<file path="src/rtl/icache_if.sv">
// Fetch-side and memory-controller-side signals of the instruction cache.
// Handshake: fe_en/fe_pc are held by the fetch unit until a one-cycle fe_hit returns; mc_en/mc_pc are held by the cache until a one-cycle mc_done returns.
interface icache_if;
  logic        fe_en;
  logic [31:0] fe_pc;
  logic        fe_hit;
  logic [31:0] fe_inst;
  logic        mc_en;
  logic [31:0] mc_pc;
  logic        mc_done;
  logic [31:0] mc_data;

  modport slave (
    input  fe_en, fe_pc, mc_done, mc_data,
    output fe_hit, fe_inst, mc_en, mc_pc
  );

  modport master (
    output fe_en, fe_pc, mc_done, mc_data,
    input  fe_hit, fe_inst, mc_en, mc_pc
  );
endinterface

</file>
<file path="src/rtl/icache.sv">
// Direct-mapped, one-word-per-line instruction cache with a single outstanding miss.
// Cancelled misses still install their fill, since the memory fetch cannot be aborted.
module icache #(
  parameter int IDX_W = 6
) (
  input  logic     clk,
  input  logic     rst,
  input  logic     rdy,
  input  logic     rollback,
  icache_if.slave  bus,
  output logic     dbg_state
);

  localparam int LINES = 1 << IDX_W;
  localparam int TAG_W = 30 - IDX_W;

  typedef enum logic {IDLE = 1'b0, MISS = 1'b1} state_t;

  state_t      state_q, state_d;
  logic        fe_hit_q, fe_hit_d;
  logic [31:0] fe_inst_q, fe_inst_d;
  logic        mc_en_q, mc_en_d;
  logic [29:0] req_pc_q, req_pc_d;
  logic        cancel_q, cancel_d;
  logic        fill_we;

  logic [LINES-1:0] valid_q;
  logic [TAG_W-1:0] tag_mem  [LINES];
  logic [31:0]      data_mem [LINES];

  logic [IDX_W-1:0] fe_idx, req_idx;
  logic [TAG_W-1:0] fe_tag, req_tag;
  logic             lookup_hit;

  assign fe_idx     = bus.fe_pc[IDX_W+1:2];
  assign fe_tag     = bus.fe_pc[31:IDX_W+2];
  assign req_idx    = req_pc_q[IDX_W-1:0];
  assign req_tag    = req_pc_q[29:IDX_W];
  assign lookup_hit = valid_q[fe_idx] && (tag_mem[fe_idx] == fe_tag);

  assign bus.fe_hit  = fe_hit_q;
  assign bus.fe_inst = fe_inst_q;
  assign bus.mc_en   = mc_en_q;
  assign bus.mc_pc   = {req_pc_q, 2'b00};
  assign dbg_state   = state_q;

  always_comb begin
    state_d   = state_q;
    fe_hit_d  = 1'b0;
    fe_inst_d = fe_inst_q;
    mc_en_d   = mc_en_q;
    req_pc_d  = req_pc_q;
    cancel_d  = cancel_q;
    fill_we   = 1'b0;
    if (rdy) begin
      case (state_q)
        IDLE: begin
          if (bus.fe_en && !rollback) begin
            if (lookup_hit) begin
              fe_hit_d  = 1'b1;
              fe_inst_d = data_mem[fe_idx];
            end else begin
              req_pc_d = bus.fe_pc[31:2];
              mc_en_d  = 1'b1;
              cancel_d = 1'b0;
              state_d  = MISS;
            end
          end
        end
        MISS: begin
          // fe_en is ignored here, so a fill never races a lookup.
          if (rollback) cancel_d = 1'b1;
          if (bus.mc_done) begin
            fill_we = 1'b1;
            mc_en_d = 1'b0;
            state_d = IDLE;
            if (!cancel_q && !rollback) begin
              fe_hit_d  = 1'b1;
              fe_inst_d = bus.mc_data;
            end
          end
        end
        default: state_d = IDLE;
      endcase
    end
  end

  always_ff @(posedge clk) begin
    if (rst) begin
      state_q   <= IDLE;
      fe_hit_q  <= 1'b0;
      fe_inst_q <= '0;
      mc_en_q   <= 1'b0;
      req_pc_q  <= '0;
      cancel_q  <= 1'b0;
      valid_q   <= '0;
    end else begin
      state_q   <= state_d;
      fe_hit_q  <= fe_hit_d;
      fe_inst_q <= fe_inst_d;
      mc_en_q   <= mc_en_d;
      req_pc_q  <= req_pc_d;
      cancel_q  <= cancel_d;
      if (fill_we) valid_q[req_idx] <= 1'b1;
    end
  end

  always_ff @(posedge clk) begin
    if (fill_we) begin
      tag_mem[req_idx]  <= req_tag;
      data_mem[req_idx] <= bus.mc_data;
    end
  end

endmodule

</file>
<file path="src/flat_wrapper.sv">
// flat-port wrapper written by rule: the top's interface ports become plain ports
module icache_flat 
#(
  parameter int IDX_W = 6
)
  (clk, rst, rdy, rollback, dbg_state, bus_fe_en, bus_fe_pc, bus_mc_done, bus_mc_data, bus_fe_hit, bus_fe_inst, bus_mc_en, bus_mc_pc);
  icache_if bus_i ();
  input  logic clk;
  input  logic rst;
  input  logic rdy;
  input  logic rollback;
  output logic dbg_state;
  input wire logic [$bits(bus_i.fe_en)-1:0] bus_fe_en;
  input wire logic [$bits(bus_i.fe_pc)-1:0] bus_fe_pc;
  input wire logic [$bits(bus_i.mc_done)-1:0] bus_mc_done;
  input wire logic [$bits(bus_i.mc_data)-1:0] bus_mc_data;
  output wire logic [$bits(bus_i.fe_hit)-1:0] bus_fe_hit;
  output wire logic [$bits(bus_i.fe_inst)-1:0] bus_fe_inst;
  output wire logic [$bits(bus_i.mc_en)-1:0] bus_mc_en;
  output wire logic [$bits(bus_i.mc_pc)-1:0] bus_mc_pc;
  assign bus_i.fe_en = bus_fe_en;
  assign bus_i.fe_pc = bus_fe_pc;
  assign bus_i.mc_done = bus_mc_done;
  assign bus_i.mc_data = bus_mc_data;
  assign bus_fe_hit = bus_i.fe_hit;
  assign bus_fe_inst = bus_i.fe_inst;
  assign bus_mc_en = bus_i.mc_en;
  assign bus_mc_pc = bus_i.mc_pc;
  icache #(.IDX_W(IDX_W)) u_core (.clk(clk), .rst(rst), .rdy(rdy), .rollback(rollback), .bus(bus_i), .dbg_state(dbg_state));
endmodule
</file>
<file path="config.mk">
export PLATFORM = sky130hd
export DESIGN_NAME = icache_flat
export DESIGN_NICKNAME = d
export VERILOG_FILES = /design/src/rtl/icache_if.sv /design/src/rtl/icache.sv /design/src/flat_wrapper.sv
export SDC_FILE = /design/constraint.sdc
export NUM_CORES = 2
export LEC_CHECK = 0
export ABC_CLOCK_PERIOD_IN_PS = 13800
export BUFFER_PORTS_ARGS = -buffer_cell sky130_fd_sc_hd__buf_2
export CORE_MARGIN = 2
export CORE_UTILIZATION = 25
export DETAILED_ROUTE_END_ITERATION = 8
export GPL_ROUTABILITY_DRIVEN = 1
export PLACE_DENSITY_LB_ADDON = 0.1
export SKIP_CTS_REPAIR_TIMING = 1
export SLEW_MARGIN = 15
export SYNTH_ARGS = -nofsm -noshare
export SYNTH_HDL_FRONTEND = slang
export SYNTH_SLANG_ARGS = --single-unit
</file>
<file path="constraint.sdc">
create_clock -name clk -period 13.8 [get_ports clk]
set_input_delay 2.07 -clock clk [delete_from_list [all_inputs] [get_ports clk]]
set_output_delay 2.07 -clock clk [all_outputs]
set_load 0.01 [all_outputs]
</file>
Word level (Yosys, flattened, before mapping):

Memory sizes are Yosys's and may differ from the RTL's.
Index checks and enable logic that the tools add are counted.

* memories: 2
* RAM bits: 3584
* register bits after elaboration: 130
* word-level logic and storage cells: 65
* output and inout port bits: 67

* eq/ne operators: 7
* reduce and logical (&&, ||, !) cells: 11
* bitwise gates (word level): 4
* order comparisons: 3
* mux-type cells: 31

Memory list
* u_core.data_mem: words 64, bits a word 32, read ports 1, clocked after Yosys merged registers in 0, write ports 1, line icache.sv:29 `logic [31:0] data_mem [LINES];`
* u_core.tag_mem: words 64, bits a word 24, read ports 1, clocked after Yosys merged registers in 0, write ports 1, line icache.sv:28 `logic [TAG_W-1:0] tag_mem [LINES];`

Operators by type and width (number)
* 32-bit 2-to-1 mux: 4
* 64-bit bitwise OR: 1
* 32-bit one-hot mux with 2 select lines: 1
* 24-bit == test: 1
* 1-bit 2-to-1 mux: 20
* 6-bit by 7-bit < comparator with 1-bit output, second input constant: 2
* 4-bit AND reduction: 3
* 2-bit inequality test, second input constant: 4
* 1-bit one-hot mux with 2 select lines: 4
* 1-bit binary-select mux with 6-bit select: 1
* 1-bit demux with 6-bit select: 1
* 6-bit by 1-bit greater-or-equal comparator with 1-bit output, second input constant: 1
* 5-bit AND reduction: 1
* 1-bit logical AND: 4
* 2-bit by 1-bit inequality test with 1-bit output, second input constant: 2
* 1-bit inverter: 3
* 1-bit logical NOT: 2
* 2-bit OR reduction: 1

Depth between registers and ports, before layout:

* word-level depth: 6
* gate-level depth with buffers: 19
* depth with buffers taken out: 10

Worst setup path before layout:

No wires, ideal clock.

* kind: in2reg
* from: in bus_fe_pc[2]
* to: reg u_core.fe_inst_q[4], in the netlist u_core.bus.fe_inst[4]
* library setup time: 0.142 ns
* data arrival time: 5.606 ns
* stages: 15
* path slack: 8.053 ns
* cells stage by stage: buf_6 > buf_6 > buf_6 > buf_6 > buf_6 > buf_4 > buf_4 > buf_2 > clkbuf_1 > buf_2 > mux4_2 > mux4_2 > mux4_2 > mux2i_1 > a211oi_2

* word-level cells in the longest chain between the ends: 5
* elaborated cells on any way between the ends: 11

RTL lines
* start: declaration: line flat_wrapper.sv:14 `input wire logic [$bits(bus_i.fe_pc)-1:0] bus_fe_pc;`
* memory 64 x 24 bit or 1-bit binary-select mux with 6-bit select (tied branches)
* 24-bit == test or 1-bit 2-to-1 mux (tied branches): line icache.sv:39 `assign lookup_hit = valid_q[fe_idx] && (tag_mem[fe_idx] == fe_tag);`
* 1-bit logical AND: line icache.sv:39
* 2-bit by 1-bit inequality test with 1-bit output (no line)
* 5-bit AND reduction (no line)
* end signal: assignment: line icache.sv:100 `fe_inst_q <= fe_inst_d;`
* end: declaration: line icache.sv:21 `logic [31:0] fe_inst_q, fe_inst_d;`

Several ways; a longest one is shown, not always the timed one. The select of a mux whose other input is x is not followed.
A chain may end at the register's enable or synchronous reset.

Worst setup path after layout:

* from: in bus_fe_pc[2]
* to: reg u_core.fe_inst_q[12], in the netlist u_core.bus.fe_inst[12]

The elaborated chain is that of the path after synthesis.

==> flow_results.org <==
** Floorplan
- between 100 and 150 I/O pins were placed.
- Placement row count :: about 280
- The die covers 577000 sq um.
- Die extent in x :: 760 um
- The floorplan step set the die height to around 760 um.
- Starting Density :: approximately a quarter
- Total core area :: around 570000 sq um

** Synthesis
- The synthesized netlist contains slightly below 80 unique library cells.
- Netlist area before placement :: 143000 sq um
- Each instance of the synthesized netlist takes up on average roughly 22 sq um.
- Area fraction of the dominant cell type after synthesis :: between 70% and 80%
- Cell count after synthesis :: between 6k and 7k
- Counting flops with an async set or reset pin after synthesis yields a share of 0%.
- For this run, the leading register cell type out of synthesis is sky130_fd_sc_hd__edfxtp_1.
- After synthesis, the cell types taking the most area are sky130_fd_sc_hd__edfxtp_1 (75%), sky130_fd_sc_hd__mux4_2 (14%), sky130_fd_sc_hd__mux2i_1 (2.6%).
- Number of enable-type register cells in the synthesized netlist :: ~3.6k
- Sequential-to-total area share from yosys stat :: 77.2%
- After synthesis the netlist holds a flip-flop and latch count of roughly 3.7k.
- For this run, the number of Yosys warnings is 0.
- Largest area contributor in the synthesized netlist :: sky130_fd_sc_hd__edfxtp_1

** Outcome
- Status :: completed

** Timing
- Setup repair after global routing left no endpoint under its margin.
- Setup violations remaining at the end of the flow were counted as 0.
- Final period demand of the worst path :: between 8000 and 9000 ps
- Derived from the worst setup path, the maximum achievable clock frequency is about 120 MHz.
- The hold violation count in the final report was 0.
- Worst-case hold slack :: between 400 and 500 ps
- Final worst-path cycle share :: between 50 and 60%
- Least-Margin Pin Slew :: 1260 ps
- In the final timing run, aggregate negative setup slack is 0 ps.
- Worst Setup Slack, final :: about 5700 ps
- The final-report max-slew violation count is 0.
- Worst setup skew after layout :: between 80 and 90 ps
- Worst slew slack as a fraction of its limit :: 15.7%

** Placement
- In this run the tool buffered the top-level ports with roughly 130 buffer cells.
- Worst slack at placement :: between 4000 and 5000 ps
- After detailed placement, the total cell area comes to ~150000 sq um.
- Post-detail-place hpwl :: ~290000 um
- Routability-driven placement finished with a final weighted congestion of around 0.73.

** Route
- Detailed-route wire length on metal 1 :: 241000 um
- Drc violations :: 0
- Length of routed met2 wiring :: 256000 um
- Post-detailed-route wirelength per cell :: around 36 um
- In the detailed route, the total length drawn on met3 is between 20000 and 30000 um.
- For this block, the initial DRC count from the detailed router was ~7.6k.
- Summed over all layers, the routed wires come to 534000 um.
- Using the TritonRoute via totals, the vias-per-cell ratio works out to around 4.8.
- Total number of vias :: a little over 70k
- The highest metal layer carrying signal wires in the routed design is met5.
- The detail route stage leaves a number of antenna-violating nets equal to 0.
- The first detailed-routing pass took 6 iterations.

** CTS
- Clock tree synthesis selected as its root buffer the cell sky130_fd_sc_hd__clkbuf_16.
- Clock tree from TritonCTS :: yes
- Total CTS buffers :: 435
- Buffers from clock root to sink, at most :: 4
- Clock tree synthesis found a total of 3714 sinks.
- Clock transition at path regs :: ~60 ps
- Clock H-tree levels :: 5
- For the worst-skew pair, the clock arrives at the later sink with an insertion delay of 1030 ps.

** Pwr
- P_leak :: 50.2 nW
- Power Density :: 146 nW/um^2
- Largest voltage drop on the vdd net :: around 0.1 mV

** Finish
- Count of filler cells inserted in the layout :: approximately 56k
- Final non-filler cell area :: about 170000 sq um
- Layout cell share with drive strength beyond 1 :: approximately 29%
- Final Core Density :: ~30%
- Post-synthesis to final-layout area growth :: 17.6%
- Count of nets after finishing :: approximately 7.1k

** Critical path
- Data on the critical path is required at its endpoint by roughly 15000 ps.
- CP endpoint kind :: flip-flop
- At the worst endpoint, the arrival time is a little under 9000 ps.
- The critical path goes through buf_12 > buf_4 > buf_4 > buf_4 > mux4_2 > nand2_1 > nand2_1 > nand2_1 > nand4b_1 > xnor2_1 > nand4_1 > or4_4 > o21ai_4 > buf_4 > a211oi_1.
- The critical path is of the input port to flip-flop type.
- Maximum fanout along the worst path :: 80
- Tracing the worst setup path back leads to its startpoint at bus_fe_pc[2].
- Origin of the critical flop-to-flop path :: u_core.tag_mem[55][21]
- The largest individual stage delay along the critical path comes from the cell sky130_fd_sc_hd__buf_4.
- Longest individual stage delay on the worst path :: approximately 780 ps
- Most frequent cell on the critical path :: sky130_fd_sc_hd__buf_4
- Startpoint type of the worst setup path :: input port

** Flow run
- The tool flagged a number of max-cap violations equal to 0.

** GRT
- Global routing usage summed across all routing layers :: roughly 18%
- The number of antenna violations at the first check in global routing was between 60 and 70.
- The number of global-route vias before repair is approximately 74k.
- The first global-routing pass estimated around 700000 um of wire.
- The total overflow left after global routing is 0.
- Entering global routing, the biggest net connects roughly 130 pins.

** Hold path
- In this run the worst hold path is classified as flip-flop to flip-flop.
- The startpoint identified for the worst hold timing path is u_core.bus.mc_en.
metrics by stage:
step	std cells	power, mW
floorplan	6506	13.2
global placement	14100	13.6
detailed placement	14100	13.7
CTS	14900	24.8
global route	14900	25.2
finish	14900	24.5
cell type report:
class,count,area (sq um),share of cell area (%)
clock buffer,569,11600,6.93
sequential,3714,110000,65.7
tap,7533,9430,5.61
timing repair buffer,431,3250,1.94
antenna,14,35.0,0.0209
clock inverter,234,2020,1.20
inverter,10,45.0,0.0268
multi-input combinational,2406,31300,18.6
kinds of logic after synthesis:
family	share of synthesized area, %
DFF	77.2
muxes	16.9
and+or+nand+nor	2.11
AOI/OAI and AO/OA	2.43
buffers and inverters	1.35
xor gates and xnor gates	0.0491
other	0.00263
registers in the layout, summed over array words and instances, names as in the netlist:
signal / count
u_core.bus.fe_hit: 1
u_core.bus.fe_inst: 32
u_core.bus.mc_en: 1
u_core.cancel_q: 1
u_core.data_mem: 2048
u_core.dbg_state: 1
u_core.req_pc_q: 30
u_core.tag_mem: 1536
u_core.valid_q: 64
per-layer routing:
metal,track usage (%),vias to the layer above
li1,-,28500
met3,2.33,612
met5,0,-
met2,29.8,2185
met1,25.5,40300
met4,3.45,10
worst max-delay path, delay by kind of cell:
kind / cells / cell delay [ps]
buffers and inverters: 5 / 3420
xor gates and xnor gates: 1 / 410
muxes: 1 / 580
AOI/OAI and AO/OA: 2 / 360
and+or+nand+nor: 6 / 1590
path summary, 6_finish.rpt:
path                            depth (start not counted)  slack [ps]                endpoint
worst min register to register                          2         460        u_core.bus.mc_en
worst min-delay path                                    2         460        u_core.bus.mc_en
worst max-delay path                                   15        5680  u_core.bus.fe_inst[12]
worst max register to register                         10        8280  u_core.bus.fe_inst[12]
synth_stat cells, drive strengths merged, types with 4 or more instances:
| cell | instances |
|---|---|
| mux2i | 372 |
| o31ai | 10 |
| o211ai | 12 |
| dfxtp | 130 |
| nand2 | 112 |
| o21ai | 52 |
| nand2b | 45 |
| o221ai | 5 |
| and4 | 4 |
| nor4 | 9 |
| or3 | 11 |
| a22o | 4 |
| o21ba | 14 |
| clkbuf | 177 |
| a22oi | 138 |
| a211oi | 45 |
| a2111oi | 5 |
| a221oi | 13 |
| or4 | 9 |
| mux2 | 36 |
| nor2 | 193 |
| a31oi | 18 |
| and2 | 11 |
| a32oi | 7 |
| o2111ai | 6 |
| mux4 | 888 |
| and3 | 20 |
| a311oi | 7 |
| nand3 | 118 |
| xor2 | 5 |
| inv | 9 |
| a41oi | 4 |
| or3b | 8 |
| buf | 199 |
| nand3b | 7 |
| o22ai | 26 |
| edfxtp | 3584 |
| nor3 | 9 |
| nand4 | 21 |
| a21oi | 101 |
| nor2b | 19 |
report_power, final:
part	switching, mW	total, mW	internal, mW
logic	0.671	1.04	0.372
clock network	4.79	11.1	6.30
registers	0.0124	12.3	12.3
total	5.47	24.5	19.0
cells in the final DEF, fill, tap and decap left out, types with 21 or more instances in the layout:
master,instances
sky130_fd_sc_hd__dfxtp_1,105
sky130_fd_sc_hd__mux4_2,888
sky130_fd_sc_hd__clkbuf_16,439
sky130_fd_sc_hd__a21oi_1,101
sky130_fd_sc_hd__dfxtp_2,22
sky130_fd_sc_hd__buf_4,278
sky130_fd_sc_hd__nor2_1,124
sky130_fd_sc_hd__nand3_1,118
sky130_fd_sc_hd__clkinv_2,72
sky130_fd_sc_hd__a22oi_1,138
sky130_fd_sc_hd__nand2b_1,45
sky130_fd_sc_hd__o22ai_1,26
sky130_fd_sc_hd__buf_2,124
sky130_fd_sc_hd__a211oi_1,25
sky130_fd_sc_hd__mux2i_1,372
sky130_fd_sc_hd__edfxtp_1,3584
sky130_fd_sc_hd__clkinv_1,110
sky130_fd_sc_hd__clkbuf_1,114
sky130_fd_sc_hd__nand4_1,21
sky130_fd_sc_hd__o21ai_0,49
sky130_fd_sc_hd__nand2_1,112
sky130_fd_sc_hd__nor2_4,66
sky130_fd_sc_hd__mux2_2,36
Power figures use the tool's default switching activity.
